### config.mk
export PLATFORM = sky130hd
export DESIGN_NAME = fwd_hazard_unit
export DESIGN_NICKNAME = d
export VERILOG_FILES = /design/src/rtl/fwd_hazard_unit.sv
export SDC_FILE = /design/constraint.sdc
export NUM_CORES = 1
export LEC_CHECK = 0
export ABC_AREA = 0
export CORE_MARGIN = 2
export CORE_UTILIZATION = 45
export CTS_BUF_LIST = sky130_fd_sc_hd__clkbuf_4 sky130_fd_sc_hd__clkbuf_8 sky130_fd_sc_hd__clkbuf_16
export CTS_CLUSTER_SIZE = 30
export DETAILED_ROUTE_END_ITERATION = 8
export GPL_ROUTABILITY_DRIVEN = 0
export HOLD_SLACK_MARGIN = 0.12
export PLACE_DENSITY = 0.87
export SLEW_MARGIN = 15
export SYNTH_ARGS = -nofsm -noshare
export SYNTH_HDL_FRONTEND = slang
export SYNTH_SLANG_ARGS = --single-unit
### constraint.sdc
create_clock -name clk -period 1.85 [get_ports clk]
set_input_delay 0.37 -clock clk [delete_from_list [all_inputs] [get_ports clk]]
set_output_delay 0.37 -clock clk [all_outputs]
set_load 0.01 [all_outputs]
### src/rtl/fwd_hazard_unit.sv
// Operand-forwarding select generation and load-use hazard detection for the
// decode stage of the 4-stage pipeline; tracks EX and WB destination info.
module fwd_hazard_unit #(
  parameter int RA_W  = 4,
  parameter int CNT_W = 16
) (
  input  logic             clk,
  input  logic             rst_n,
  input  logic             id_valid,
  input  logic [RA_W-1:0]  id_rs_a,
  input  logic [RA_W-1:0]  id_rs_b,
  input  logic             id_use_a,
  input  logic             id_use_b,
  input  logic [RA_W-1:0]  id_rd,
  input  logic             id_wr_en,
  input  logic             id_is_load,
  input  logic             flush,
  output logic [1:0]       forward_a,
  output logic [1:0]       forward_b,
  output logic             stall,
  output logic [CNT_W-1:0] stall_count
);

  typedef enum logic {RUN = 1'b0, LDSTALL = 1'b1} state_t;

  state_t          state;
  logic            ex_v, ex_wr, ex_ld;
  logic [RA_W-1:0] ex_rd;
  logic            wb_v, wb_wr;
  logic [RA_W-1:0] wb_rd;
  logic            hazard;

  // A load in EX has no result yet, so it can only be forwarded once it reaches WB.
  function automatic logic [1:0] fwd_sel(
    input logic            use_x,
    input logic [RA_W-1:0] rs,
    input logic            exv,
    input logic            exw,
    input logic            exl,
    input logic [RA_W-1:0] exrd,
    input logic            wbv,
    input logic            wbw,
    input logic [RA_W-1:0] wbrd
  );
    if (use_x && exv && exw && !exl && (exrd == rs))
      return 2'd1;
    else if (use_x && wbv && wbw && (wbrd == rs))
      return 2'd2;
    else
      return 2'd0;
  endfunction

  function automatic logic [CNT_W-1:0] sat_inc(input logic [CNT_W-1:0] c);
    return (&c) ? c : c + CNT_W'(1);
  endfunction

  always_comb begin
    forward_a = fwd_sel(id_use_a, id_rs_a, ex_v, ex_wr, ex_ld, ex_rd, wb_v, wb_wr, wb_rd);
    forward_b = fwd_sel(id_use_b, id_rs_b, ex_v, ex_wr, ex_ld, ex_rd, wb_v, wb_wr, wb_rd);
    hazard    = id_valid && !flush && ex_v && ex_wr && ex_ld &&
                ((id_use_a && (ex_rd == id_rs_a)) || (id_use_b && (ex_rd == id_rs_b)));
    stall     = hazard && (state == RUN);
  end

  // ID -> EX -> WB stage advance, load-use FSM and stall counter
  always_ff @(posedge clk or negedge rst_n) begin
    if (!rst_n) begin
      ex_v        <= 1'b0;
      ex_rd       <= '0;
      ex_wr       <= 1'b0;
      ex_ld       <= 1'b0;
      wb_v        <= 1'b0;
      wb_rd       <= '0;
      wb_wr       <= 1'b0;
      state       <= RUN;
      stall_count <= '0;
    end else begin
      wb_v  <= ex_v;
      wb_rd <= ex_rd;
      wb_wr <= ex_wr;
      ex_v  <= id_valid && !stall && !flush;
      ex_rd <= id_rd;
      ex_wr <= id_wr_en;
      ex_ld <= id_is_load;
      case (state)
        RUN:     if (stall) state <= LDSTALL;
        LDSTALL: state <= RUN;
        default: state <= RUN;
      endcase
      if (stall) stall_count <= sat_inc(stall_count);
    end
  end

endmodule

Word level (Yosys, flattened, before mapping)
Index checks and enable logic that the tools add are counted.
Widths: inputs -> output; s select.

operators by class
  add/subtract/negate cells = 1
  equal/unequal tests = 4
  muxes and demuxes = 6
  bitwise gates (word level) = 2
  reduce and logical (&&, ||, !) cells = 30

operators with widths
  cell                   number
  $logic_and 1x1->1      24
  $add 16x1->16 const B  1
  $eq 4x4->1             4
  $reduce_and 16->1      1
  $mux 2                 4
  $logic_not 1->1        3
  $not 1->1              2
  $pmux 1 s2             1
  $reduce_and 2->1       1
  $logic_or 1x1->1       1
  $mux 1                 1

word-level totals
  flip-flop bits (word level) = 30
  output and inout bits = 21
  word-level logic and storage cells = 52

Depth between registers and ports, before layout
Gate-level depths: netlist (run 1).

  depth after elaboration = 10
  mapped depth = 7

Least setup slack after synthesis (run 1)
OpenSTA, ideal clock, no wires.

  path kind = flip-flop to output port
  from = register ex_rd[3]
  to = output forward_a[1]
  arrival time = 1,419 ps
  setup slack = 61 ps
  cell stages (with the launch flop) = 5
  cells stage by stage = dfrtp_1 -> xnor2_1 -> nand3_1 -> nor4_1 -> nor3_1

between the ends
  word-level cells in the longest chain between the ends = 3

RTL lines
  what                      line  source
  start: declaration        28    logic [RA_W-1:0] ex_rd;
  start signal: assignment  82    ex_rd <= id_rd;
  $eq 4x4->1                45    if (use_x && exv && exw && !exl && (exrd == rs))
  $logic_and 1x1->1         45
  $mux 2                    45
  end: declaration          18    output logic [1:0] forward_a,

Every way passes these cells.

Final worst setup path (run 1)
  from = register ex_rd[3]
  to = output forward_a[0]

The elaborated chain is that of the path after synthesis.

==> results of run 1 <==
[area by class of cell]
cell class                      instances  area (µm²)
Multi-Input combinational cell         96       934.6
Clock buffer                            7       58.81
Tap cell                               44       55.05
Sequential cell                        30       754.5
Fill cell                             207       649.4
Timing Repair Buffer                   62       620.6
Clock inverter                          1       5.005
[sequential cells by signal, summed over array words and instances, names as in the netlist]
register     flops
wb_v             1
stall_count     16
ex_wr            1
wb_wr            1
ex_v             1
ex_rd            4
wb_rd            4
state            1
ex_ld            1
[synthesized netlist by cell type]
cell type,n,area (µm²)
nor4_1,2,12.51
nand4_2,1,12.51
xnor2_1,26,227.7
and3_1,4,25.02
nand4b_1,1,8.760
mux2_1,1,11.26
ha_1,1,12.51
buf_2,1,5.000
clkbuf_1,1,3.750
a21oi_1,1,5.000
nand3b_1,1,7.510
or2_1,1,6.260
xnor2_2,3,48.80
nand3_2,1,10.01
dfrtp_1,30,750.7
and4bb_2,1,12.51
o22a_2,1,10.01
buf_6,1,11.26
mux2_4,1,15.01
nand2_2,1,6.260
and2_1,1,6.260
nor3b_1,2,15.01
nor2_1,6,22.52
nand3_1,18,90.09
nand4_1,4,25.02
o32ai_4,1,27.53
nand2b_1,1,6.260
nor3_1,5,25.02
a41oi_1,1,8.760
nand2_1,10,37.54
[worst min path at each step]
stage	from	to	slack (ps)	cells after the start
6_report	rst_n	stall_count[8]	390	2
5_1_grt	rst_n	stall_count[8]	420	2
4_1_cts	rst_n	stall_count[4]	400	2
3_5_place_dp	ex_v	wb_v	390	0
3_3_place_gp	ex_v	wb_v	370	0
2_1_floorplan	rst_n	ex_ld	70	0
[logic make-up (layout without fill, tap and decap cells)]
| logic type | count (synthesis) | count (layout) | share of synthesized area (%) |
|---|---|---|---|
| XOR/XNOR | 29 | 29 | 18.86 |
| flip-flops | 30 | 30 | 51.19 |
| AND/OR/NAND/NOR | 60 | 60 | 22.44 |
| multiplexers | 2 | 2 | 1.791 |
| AO/OA/AOI/OAI | 4 | 4 | 3.498 |
| buffers and inverters | 3 | 70 | 1.365 |
| adder cells (fa/ha/maj) | 1 | 1 | 0.8531 |
[power groups by stage]
stage                     combinational [mW]  clock [mW]  sequential, mW
final                                  0.180       0.433           0.691
after global routing                   0.190       0.467           0.694
after floorplan                       0.0543           0           0.698
after CTS                              0.169       0.435           0.689
after global placement                 0.144           0           0.700
after detailed placement               0.150           0           0.701
[layer usage]
layer / up-vias / part of all wire, %
met5: - / 0
met4: 0 / 1.8
met3: 8 / 4.9
met2: 38 / 56
met1: 597 / 37
li1: 589 / -
[what timing repair did]
action	in CTS	in global routing
pin swaps	18	18
endpoints found under the setup margin	21	23
hold buffers	0	0
buffers inserted	9	0
gates resized for setup	48	34
cloned	1	0
[through the flow]
stage                     cells  hold WS, ps  area (µm²)  total power [mW]
after floorplan             129        74.41        1466            0.7526
after global placement      226        374.3        2022            0.8435
after detailed placement    226        386.5        2022            0.8508
after CTS                   243        404.6        2277             1.293
after global routing        240        424.1        2429             1.350
final                       240        394.6        2429             1.304
==> out/qor.txt, run 1 <==
Pre-antenna DRT Iters -> 4
Setup violators final -> 17
Critical register-to-register path endpoint -> stall_count[14]
Endpoints failing hold -> 0
Clk sinks -> 30
Worst setup startpoint -> ex_rd[3]
Clk_lat worst skew -> 350 ps
Failing checks -> negative setup slack
Vias/cell -> 5.133
Period utilization -> 109.3%
Drt wl/cell -> 16.21 µm
Register-to-Register Path Depth -> 7
Mapped Area -> 1466 µm²
F_max -> 494.7 MHz
Minimum clock period after layout -> 2021 ps
Critical Path RT -> 1480 ps
Post-synthesis sequential area ratio -> 51.19%
NetSw -> 0.3295 mW
RSZ-0062 raised after global routing -> yes
CP Capture Point -> forward_a[0]
Largest fanout on the critical path -> 3
Clock power frac -> 33.2%
Leakage -> 1.020 nW
Slew @ Worst Pin -> 371.6 ps
Sw Ratio -> 25.27%
Mapped Nets -> 150
DP Worst Slack -> -710.5 ps
DR DRC count -> 0
Initial Util -> 47.64%
Share of cells above drive strength 1 -> 38.27%
Worst-path clk slew -> 90 ps
Die W -> 61.09 µm
Layout area overhead -> 65.61%
Synth cell types -> 30
Setup TNS -> -905.0 ps
Max-slew violations -> 0
Ant diodes -> 0
Comb power frac -> 13.8%
Crit start category -> register
CP Data Arrival Time -> 1650 ps
Core area -> 3078 µm²
Worst VDD drop -> 0.0005352 V
Worst Setup Path Type -> register to output pin
CP Capture Type -> output pin
Avg Inst Size Synth -> 11.37 µm²
Ys Warns -> 0
Clk root buf -> clkbuf_4
P per Cell Area -> 536.9 nW/µm²
Setup slack, reg-to-reg -> -70 ps
Max incr delay on CP -> 440 ps
First-pass GRT wire length -> 5989 µm
IO buf count -> 40
Post-synthesis cell count -> 129
Final #Nets -> 216
Vias after detailed routing -> 1232
Num rows -> 20
Max Cap Viol -> 0
GR Util All Layers -> 22.82%
Vias in the first global route -> 1289
Initial antenna violation count -> 0
Reg2Reg Launch Point -> ex_rd[1]
Busiest grt layer -> met2
Buf+Inv Stages, Crit Path -> 2
Setup Skew -> 5.329 ps
Setup ws final -> -171.3 ps
DRT antenna net count -> 0
Die Y -> 61.09 µm
Clock Path Buffers -> 2
#FFs+latches synth -> 30
Num CTS Buffers -> 5
CTS tree -> yes
Cell breakdown of the critical path -> xnor2_1, nand3_2, nor4_4, buf_4, buf_6
Gr ovfl total -> 0
Met3 usage -> 6.933%
Sequential share of power -> 53.0%
WP depth -> 5
Total wire length -> 3890 µm
Final Util -> 78.90%
Worst path slowest cell -> dfrtp_1
DP HPWL -> 2497 µm
Met2 Use GR -> 42.55%
CP delay by family, top -> flip-flops
HP Class -> input pin to asynchronous set/reset pin
Die ar. -> 3731 µm²
Num ports -> 41
CTS HTree Levels -> 2
Initial DRC Count -> 42
Cell-internal power -> 0.9744 mW
Commonest non-fill, non-tap cells in the layout -> dfrtp_1 (27), clkdlybuf4s50_1 (27), xnor2_1 (17), buf_4 (13), xnor2_2 (11)
Outcome -> finished with violations
Largest net degree at the start of global routing -> 31
Worst slew margin -> 75.23%
GR Layer Usage met1 -> 25.21%
Note: power is estimated with default switching activity, not from simulation.
==> inputs of run 2 (changes only) <==
--- a/config.mk
+++ b/config.mk
@@ -7,13 +7,13 @@
 export LEC_CHECK = 0
 export ABC_AREA = 0
 export CORE_MARGIN = 2
-export CORE_UTILIZATION = 45
+export CORE_UTILIZATION = 47
 export CTS_BUF_LIST = sky130_fd_sc_hd__clkbuf_4 sky130_fd_sc_hd__clkbuf_8 sky130_fd_sc_hd__clkbuf_16
 export CTS_CLUSTER_SIZE = 30
 export DETAILED_ROUTE_END_ITERATION = 8
 export GPL_ROUTABILITY_DRIVEN = 0
 export HOLD_SLACK_MARGIN = 0.12
-export PLACE_DENSITY = 0.87
+export PLACE_DENSITY = 0.9
 export SLEW_MARGIN = 15
 export SYNTH_ARGS = -nofsm -noshare
 export SYNTH_HDL_FRONTEND = slang
==> out/qor.txt, run 2 (synthesized netlist as in run 1, its figures left out) <==
Outcome -> finished with violations
Failing checks -> negative setup slack
Largest fanout on the critical path -> 3 (unchanged)
Setup violators final -> 21 (+4)
Num CTS Buffers -> 5 (unchanged)
Reg2Reg Launch Point -> ex_rd[3]
Die W -> 59.86 µm (-2.0%)
Num rows -> 20 (unchanged)
Ant diodes -> 0 (unchanged)
Register-to-Register Path Depth -> 8 (+1)
Max Cap Viol -> 0 (unchanged)
Gr ovfl total -> 0 (unchanged)
Hold WS -> 402.1 ps (+7.470 ps)
Commonest non-fill, non-tap cell in the layout -> dfrtp_1
Setup slack, reg-to-reg -> -170 ps (-100 ps)
Endpoints failing hold -> 0 (unchanged)
CP Data Arrival Time -> 1660 ps (about the same)
GR Util All Layers -> 22.65% (-0.18 points)
Clock Path Buffers -> 2 (unchanged)
Max reg flops -> 16 (unchanged)
Dpl cell area -> 2001 µm² (-1.1%)
Final #Nets -> 218 (+0.93%)
CTS HTree Levels -> 2 (unchanged)
Design Area, Final -> 2217 µm² (-8.7%)
Total wire length -> 3706 µm (-4.7%)
Initial Util -> 48.83% (+1.2 points)
Setup Skew -> 12.51 ps (+7.183 ps)
Register name with the most flops -> stall_count
Layout fillers -> 203 (-1.9%)
Vias in the first global route -> 1280 (-0.70%)
Core area -> 3003 µm² (-2.4%)
DR DRC count -> 0 (unchanged)
Clk_lat worst skew -> 330 ps (-20 ps)
Largest regs -> stall_count x16, ex_rd x4, wb_rd x4
Initial DRC Count -> 74 (+76%)
Critical register-to-register path endpoint -> stall_count[1]
Period utilization -> 109.7% (+0.46 points)
Setup ws final -> -179.8 ps (-8.494 ps)
DRT antenna net count -> 0 (unchanged)
Register Area -> 753.2 µm² (-0.17%)
Slew @ Worst Pin -> 369.6 ps (-1.913 ps)
DP HPWL -> 2515 µm (+0.71%)
CTS tree -> yes
Critical Path RT -> 1480 ps (about the same)
Vias/cell -> 5.550 (+8.1%)
Power Total -> 1.370 mW (+5.1%)
Max-slew violations -> 0 (unchanged)
Drt wl/cell -> 16.04 µm (-1.0%)
Initial antenna violation count -> 0 (unchanged)
Worst VDD drop -> 0.0005985 V (+12%)
Die Y -> 59.86 µm (-2.0%)
Leakage -> 0.9277 nW (-9.1%)
Commonest non-fill, non-tap cells in the layout -> dfrtp_1 (28), clkdlybuf4s50_1 (27), xnor2_1 (24), buf_4 (20), nand3_1 (16)
Share of cells above drive strength 1 -> 29.80% (-8.5 points)
P per Cell Area -> 617.9 nW/µm² (+15%)
Die ar. -> 3583 µm² (-4.0%)
F_max -> 492.7 MHz (-0.42%)
IO buf count -> 40 (unchanged)
Crit start category -> register
HP Class -> input pin to asynchronous set/reset pin
Worst Setup Path Type -> register to output pin
Largest net degree at the start of global routing -> 31 (unchanged)
Worst slew margin -> 75.36% (+0.13 points)
Minimum clock period after layout -> 2030 ps (+8.494 ps)
First-pass GRT wire length -> 5782 µm (-3.5%)
RSZ-0062 raised after global routing -> yes
Clk sinks -> 30 (unchanged)
Clk root buf -> clkbuf_4
Worst-path clk slew -> 100 ps (about the same)
Num ports -> 41 (unchanged)
DP Worst Slack -> -779.4 ps (-68.90 ps)
CP Capture Type -> output pin
Layout area overhead -> 51.19%
Vias after detailed routing -> 1282 (+4.1%)
Pre-antenna DRT Iters -> 4 (unchanged)
Area of the multi-input gates -> 772.0 µm² (-17%)
Setup TNS -> -2000 ps (-1095 ps)
==> run 2: cell types whose count changed in the layout (fill, tap and decap cells not counted), moves of 2 or more <==
cell            delta
buf_4              +7
buf_6              -2
dlygate4sd2_1      +4
dlymetal6s2s_1     -4
nand3_1            +8
nand3_2            -3
nand3_4            -5
xnor2_1            +7
xnor2_2            -6
==> run 2: cell type report <==
type,count,area share (%)
Multi-Input combinational cell,96,34.82
Timing Repair Buffer,64,25.85
Clock buffer,5,1.693
Sequential cell,30,33.97
Clock inverter,3,1.806
Tap cell,33,1.862
==> run 2: what timing repair did <==
action / in CTS / in global routing
gates resized for setup: 39 / 12
pin swaps: 14 / 4
endpoints found under the hold margin: 0 / 0
hold buffers: 0 / 0
cloned: 0 / 1
buffers inserted: 9 / 2
setup endpoints to repair: 21 / 22
==> run 2: layer usage <==
layer | routed length [µm] | up-vias | global-route usage, %
li1 | - | 597 | -
met1 | 1476 | 607 | 26.63
met2 | 1885 | 66 | 38.04
met3 | 241 | 12 | 6.710
met4 | 102 | 0 | 10.16
met5 | 0 | - | 0
==> run 2: how the worst max path moves through the flow <==
stage | startpoint | to | depth (start not counted)
6_report | ex_rd[3] | forward_b[1] | 5
3_5_place_dp | id_rs_b[2] | forward_b[0] | 5
2_1_floorplan | ex_rd[3] | forward_a[1] | 4
3_3_place_gp | id_rs_b[1] | stall | 6
4_1_cts | ex_rd[1] | stall | 6
5_1_grt | ex_rd[3] | stall_count[1] | 8
==> run 2: critical path: stages (launching register included) <==
cell and delay [ps]:
dfrtp_1 440, xnor2_2 170, nand3_2 140, nor4_4 330
nor3_1 90, buf_2 150
==> run 2: through the flow <==
stage | utilization (%) | cells
after floorplan | - | 129
after detailed placement | 66.63 | 214
final | 73.83 | 231
after global placement | 66.63 | 214
after global routing | 73.83 | 231
after CTS | 71.38 | 228
==> run 2: report_power, final <==
| group | internal (mW) | total [mW] | switching (mW) | leakage, nW |
|---|---|---|---|---|
| sequential | 0.672 | 0.690 | 0.0185 | 0.389 |
| clock | 0.280 | 0.506 | 0.227 | 0.0450 |
| combinational | 0.100 | 0.174 | 0.0734 | 0.494 |
==> inputs of run 3 (changes only) <==
--- a/config.mk
+++ b/config.mk
@@ -5,13 +5,11 @@
 export SDC_FILE = /design/constraint.sdc
 export NUM_CORES = 1
 export LEC_CHECK = 0
-export ABC_AREA = 0
 export CORE_MARGIN = 2
 export CORE_UTILIZATION = 47
 export CTS_BUF_LIST = sky130_fd_sc_hd__clkbuf_4 sky130_fd_sc_hd__clkbuf_8 sky130_fd_sc_hd__clkbuf_16
 export CTS_CLUSTER_SIZE = 30
 export DETAILED_ROUTE_END_ITERATION = 8
-export GPL_ROUTABILITY_DRIVEN = 0
 export HOLD_SLACK_MARGIN = 0.12
 export PLACE_DENSITY = 0.9
 export SLEW_MARGIN = 15
==> results of run 3 <==
Final layout, timing and power as in run 2 (identical DEF).
